**src/rtl/cpu_ctrl.sv**
```systemverilog
// Instruction sequencer for the register/ALU datapath core: fetches fixed-format
// instructions over a req/ack port, decodes them and drives the core controls.
module cpu_ctrl #(
    parameter int ADDR_W = 3,
    parameter int DATA_W = 8,
    parameter int PC_W   = 8
) (
    input  logic                            clk,
    input  logic                            rst_n,
    input  logic                            start,
    output logic                            imem_req,
    output logic [PC_W-1:0]                 imem_addr,
    input  logic [4+2*ADDR_W+DATA_W-1:0]    imem_rdata,
    input  logic                            imem_ack,
    input  logic [DATA_W-1:0]               core_dout,
    output logic [1:0]                      alu_sel,
    output logic                            w_en,
    output logic [ADDR_W-1:0]               a1,
    output logic [ADDR_W-1:0]               a2,
    output logic [DATA_W-1:0]               din,
    output logic                            din_sel,
    output logic                            d2_sel,
    output logic                            busy,
    output logic                            halted
);

    localparam int INSTR_W = 4 + 2 * ADDR_W + DATA_W;

    localparam logic [3:0] OP_LDI  = 4'h1;
    localparam logic [3:0] OP_JMP  = 4'hC;
    localparam logic [3:0] OP_JZ   = 4'hD;
    localparam logic [3:0] OP_JNZ  = 4'hE;
    localparam logic [3:0] OP_HALT = 4'hF;

    typedef enum logic [1:0] {
        S_IDLE  = 2'd0,
        S_FETCH = 2'd1,
        S_EXEC  = 2'd2,
        S_HALT  = 2'd3
    } state_t;

    state_t               state_q, state_d;
    logic [PC_W-1:0]      pc_q, pc_d;
    logic [INSTR_W-1:0]   ir_q, ir_d;

    // Instruction fields: op | ra | rb | imm
    logic [3:0]           op;
    logic [ADDR_W-1:0]    ra;
    logic [ADDR_W-1:0]    rb;
    logic [DATA_W-1:0]    imm;
    logic [PC_W-1:0]      jmp_tgt;
    logic [PC_W-1:0]      pc_inc;
    logic                 dout_zero;

    assign op        = ir_q[INSTR_W-1 -: 4];
    assign ra        = ir_q[INSTR_W-5 -: ADDR_W];
    assign rb        = ir_q[DATA_W+ADDR_W-1 -: ADDR_W];
    assign imm       = ir_q[DATA_W-1:0];
    assign jmp_tgt   = imm[PC_W-1:0];
    assign pc_inc    = pc_q + PC_W'(1);
    assign dout_zero = (core_dout == '0);

    // State register
    always_ff @(posedge clk or negedge rst_n) begin
        if (!rst_n) begin
            state_q <= S_IDLE;
            pc_q    <= '0;
            ir_q    <= '0;
        end else begin
            state_q <= state_d;
            pc_q    <= pc_d;
            ir_q    <= ir_d;
        end
    end

    // Next-state, PC and IR
    always_comb begin
        state_d = state_q;
        pc_d    = pc_q;
        ir_d    = ir_q;
        case (state_q)
            S_IDLE, S_HALT: begin
                if (start) begin
                    state_d = S_FETCH;
                    pc_d    = '0;
                end
            end
            S_FETCH: begin
                if (imem_ack) begin
                    ir_d    = imem_rdata;
                    state_d = S_EXEC;
                end
            end
            S_EXEC: begin
                state_d = S_FETCH;
                pc_d    = pc_inc;
                case (op)
                    OP_JMP:  pc_d = jmp_tgt;
                    OP_JZ:   pc_d = dout_zero ? jmp_tgt : pc_inc;
                    OP_JNZ:  pc_d = dout_zero ? pc_inc : jmp_tgt;
                    OP_HALT: begin
                        state_d = S_HALT;
                        pc_d    = pc_q;
                    end
                    default: ;
                endcase
            end
            default: state_d = S_IDLE;
        endcase
    end

    assign imem_addr = pc_q;

    // Outputs: core controls are live only during EXEC
    always_comb begin
        imem_req = (state_q == S_FETCH);
        busy     = (state_q == S_FETCH) || (state_q == S_EXEC);
        halted   = (state_q == S_HALT);
        w_en     = 1'b0;
        alu_sel  = 2'b00;
        a1       = '0;
        a2       = '0;
        din      = '0;
        din_sel  = 1'b0;
        d2_sel   = 1'b0;
        if (state_q == S_EXEC) begin
            a1  = ra;
            a2  = rb;
            din = imm;
            if (op == OP_LDI) begin
                w_en    = 1'b1;
                din_sel = 1'b1;
            end else if (op[3:2] == 2'b01 || op[3:2] == 2'b10) begin
                // 0x4-0x7 reg-reg, 0x8-0xB reg-imm
                w_en    = 1'b1;
                alu_sel = op[1:0];
                d2_sel  = op[3];
            end
        end
    end

endmodule

```
**config.mk**
```make
export PLATFORM = sky130hd
export DESIGN_NAME = cpu_ctrl
export DESIGN_NICKNAME = d
export VERILOG_FILES = /design/src/rtl/cpu_ctrl.sv
export SDC_FILE = /design/constraint.sdc
export NUM_CORES = 1
export LEC_CHECK = 0
export ABC_CLOCK_PERIOD_IN_PS = 2900
export CAP_MARGIN = 30
export CORE_AREA = 2 2 66 68
export DETAILED_ROUTE_END_ITERATION = 6
export DIE_AREA = 0 0 68 70
export PLACE_DENSITY = 0.72
export SETUP_SLACK_MARGIN = 0.3
export SLEW_MARGIN = 20
export SYNTH_ARGS = -nofsm -noshare
export SYNTH_HDL_FRONTEND = slang
export SYNTH_SLANG_ARGS = --single-unit
export TNS_END_PERCENT = 1
```
**constraint.sdc**
```tcl
create_clock -name clk -period 2.9 [get_ports clk]
set_clock_uncertainty 0.05 [all_clocks]
set_input_delay 0.725 -clock clk [delete_from_list [all_inputs] [get_ports clk]]
set_output_delay 0.725 -clock clk [all_outputs]
set_load 0.01 [all_outputs]
```
==> summary.md, run 1 <==
| Metric | Value |
|---|---|
| FMAX | 0.3972 GHz |
| P&R area growth vs syn | 49.17% |
| Hold Path Class | reg -> reg |
| Hold Buf Count CTS | 0 |
| Synth area leader | dfrtp_1 |
| Worst Setup End Kind | primary output |
| GR Util All Layers | 15.81% |
| Hold Path Depth | 1 |
| Worst EP required | 2120 ps |
| GRT met1 Usage | 20.85% |
| Setup TNS | 0 ps |
| Vias in the first global route | 1296 |
| Initial detailed-routing violation count | 87 |
| Worst Hold Launch | ir_q[13] |
| FFs w/ async S/R, synth | 100.0% |
| Sink Count | 28 |
| Hold WS | 457.5 ps |
| First-pass iteration count of the detailed router | 4 |
| Post-synthesis area per instance | 10.81 um2 |
| Total Wirelength | 3433 um |
| Final Hold Fails | 0 |
| Library cells used by synthesis | 31 |
| Crit path DAT | 1740 ps |
| First-pass GRT wire length | 5851 um |
| Worst-path clk slew | 90 ps |
| Final Setup Violations | 0 |
| Critical path class | reg -> out |
| Power density cells | 849.7 nW/um2 |
| CTS tree | yes |
| Most common cell after layout, fill and taps aside | clkdlybuf4s50_1 |
| Initial antenna violation count | 0 |
| Post-synth EDFFs | 0 |
| Top-Level Pins | 60 |
| Outcome | finished clean |
| RSZ-0062 raised after global routing | yes |
| Rel. slew slack | 75.68% |
| Switching portion of total power | 34.30% |
| Wire per inst | 13.10 um |
| Share of layout cells above drive strength 1 | 16.67% |
| Met3 Use GR | 3.543% |
| Reg-to-Reg Start | state_q[1] |
| Post-Layout Inst Area | 2354 um2 |
| Reg2Reg Setup Slack | 1110 ps |
| Type of origin of the critical path | flip-flop |
| NumNets Final | 249 |
| Flop pwr share | 34.7% |
| Largest net degree at the start of global routing | 29 |
| GR peak layer | met2 |
| Synth Net Count | 184 |
| Final worst path period share | 86.82% |
| Logic pwr share | 49.8% |
| Clk buf depth | 2 |
| Post-place setup slack | -55.57 ps |
| RD Place Congestion | 0.8321 |
| Net Sw Power | 0.6859 mW |
| Tmin final | 2518 ps |
| Actual slew at the worst max-slew pin | 364.8 ps |
| Total congestion overflow | 0 |
| Starting Density | 38.07% |
| Yosys reg bits | 28 |
| Core Area | 4144 um2 |
| Final setup margin | 382.4 ps |
| Fin. max-slew vios | 0 |
| Root buffer selected by CTS | clkbuf_8 |
| Clk pwr share | 15.5% |
| Worst R2R End | imem_addr[2] |
| Worst reg-to-reg path cell count | 6 |
| Register area share after synthesis | 44.41% |
| Met2 GRT Util | 25.57% |
| Static Leakage | 1.051 nW |
| Top FF cell, synth | dfrtp_1 |
| Mapped Cells | 146 |
| WHS Endpoint | ir_q[13] |
| Max_cap viols | 0 |
| Post-synth top area share | 44.41% |
| Via count | 1302 |
| Most frequent cells in the layout | clkdlybuf4s50_1, dfrtp_1, mux2_2 |
| Port Buffers | 59 |
| Skew-Pair Late Insertion Delay | 280 ps |
| Top post-synthesis cells by area | dfrtp_1, mux2_2, ha_1 |
| Synth Warn # | 0 |
| Synthesized area | 1578 um2 |
| Critical path peak fanout | 13 |
| Peak supply drop | 0.4446 mV |
| Drc violations | 0 |
| Num rows | 24 |
| ANT cells | 0 |
| Die X | 68 um |
| Avg Vias per Cell | 4.969 |
| ANT nets after route | 0 |
| Worst Setup SP | state_q[0] |
| Die height | 70 um |
| Cell Int Power | 1.314 mW |
| Placed Area | 2236 um2 |
| Die area | 4760 um2 |
| Hpwl dp | 2601 um |
| H-tree levels | 1 |
| Total CTS buffers | 3 |
-- layer usage --
layer / vias to the layer above / share of wire (%)
li1: 642 / -
met1: 624 / 46
met2: 30 / 48
met3: 6 / 4.5
met4: 0 / 1.5
met5: - / 0
-- flip-flops by register name (all words and copies together) (netlist names) --
register / count
imem_addr: 8
state_q: 2
ir_q: 18
-- worst max-delay path by stage --
stage / slack (ps) / to
finish: 380 / din[4]
global route: 290 / alu_sel[0]
CTS: 270 / alu_sel[1]
detailed placement: -60 / imem_addr[0]
global placement: -50 / imem_addr[0]
floorplan: 610 / imem_addr[2]
-- stage by stage --
stage	power [mW]	cells	utilization [%]
global placement	1.632	256	53.96
detailed placement	1.653	256	53.96
CTS	1.998	262	56.40
finish	2.000	262	56.79
floorplan	1.273	146	-
global route	2.153	262	56.79
-- final cells by class --
type                    count  area, um2
well taps                  52      65.06
flip-flops and latches     28      700.7
multi-input cells         101      817.0
clock buffers               3      41.29
fillers                   382       1790
inverters                  12      45.04
repair buffers             65      654.4
clock inverters             1      30.03
-- Yosys cell counts, types with 2 or more instances --
library cell / number
nor2_1: 6
mux2i_1: 7
nand2_1: 10
mux2_2: 19
nand3_1: 3
clkbuf_1: 3
and3_1: 2
nand4_1: 2
o22ai_1: 5
ha_1: 8
or4_4: 2
a31oi_1: 4
and2_1: 15
and4_1: 2
inv_1: 12
dfrtp_1: 28
o21ai_0: 4
-- critical path, stage by stage, from the launching register on --
cell             delay (ps)
dfrtp_1                 400
inv_1                   100
ha_4                    170
buf_6                   140
and2_1                  140
clkdlybuf4s50_1         530
-- kinds of logic after synthesis --
kind of cell	count (synthesis)	synth area share [%]
compound gates	21	10.07
fa+ha+maj	8	6.344
buf+inv	17	4.599
flops	28	44.41
mux	26	18.00
simple gates	46	16.57
-- power groups by stage --
stage / registers (mW) / logic (mW) / clock network, mW
final: 0.694 / 0.997 / 0.309
after global routing: 0.724 / 1.10 / 0.331
after CTS: 0.693 / 0.991 / 0.314
after detailed placement: 0.709 / 0.944 / 0
after global placement: 0.700 / 0.932 / 0
after floorplan: 0.673 / 0.600 / 0
-- timing repair --
item / 4_1_cts / 5_1_grt
resized for setup: 1 / 3
setup endpoints to repair: 25 / 18
buffers inserted: 2 / 0
pin swaps: 1 / 0
Power figures use the tool's default switching activity.
==> inputs of run 2 (changes only) <==
Settings changed: GPL_ROUTABILITY_DRIVEN from default to 1.
==> results of run 2 <==
Same layout as run 1: the final DEF is identical, and so are final timing and power.
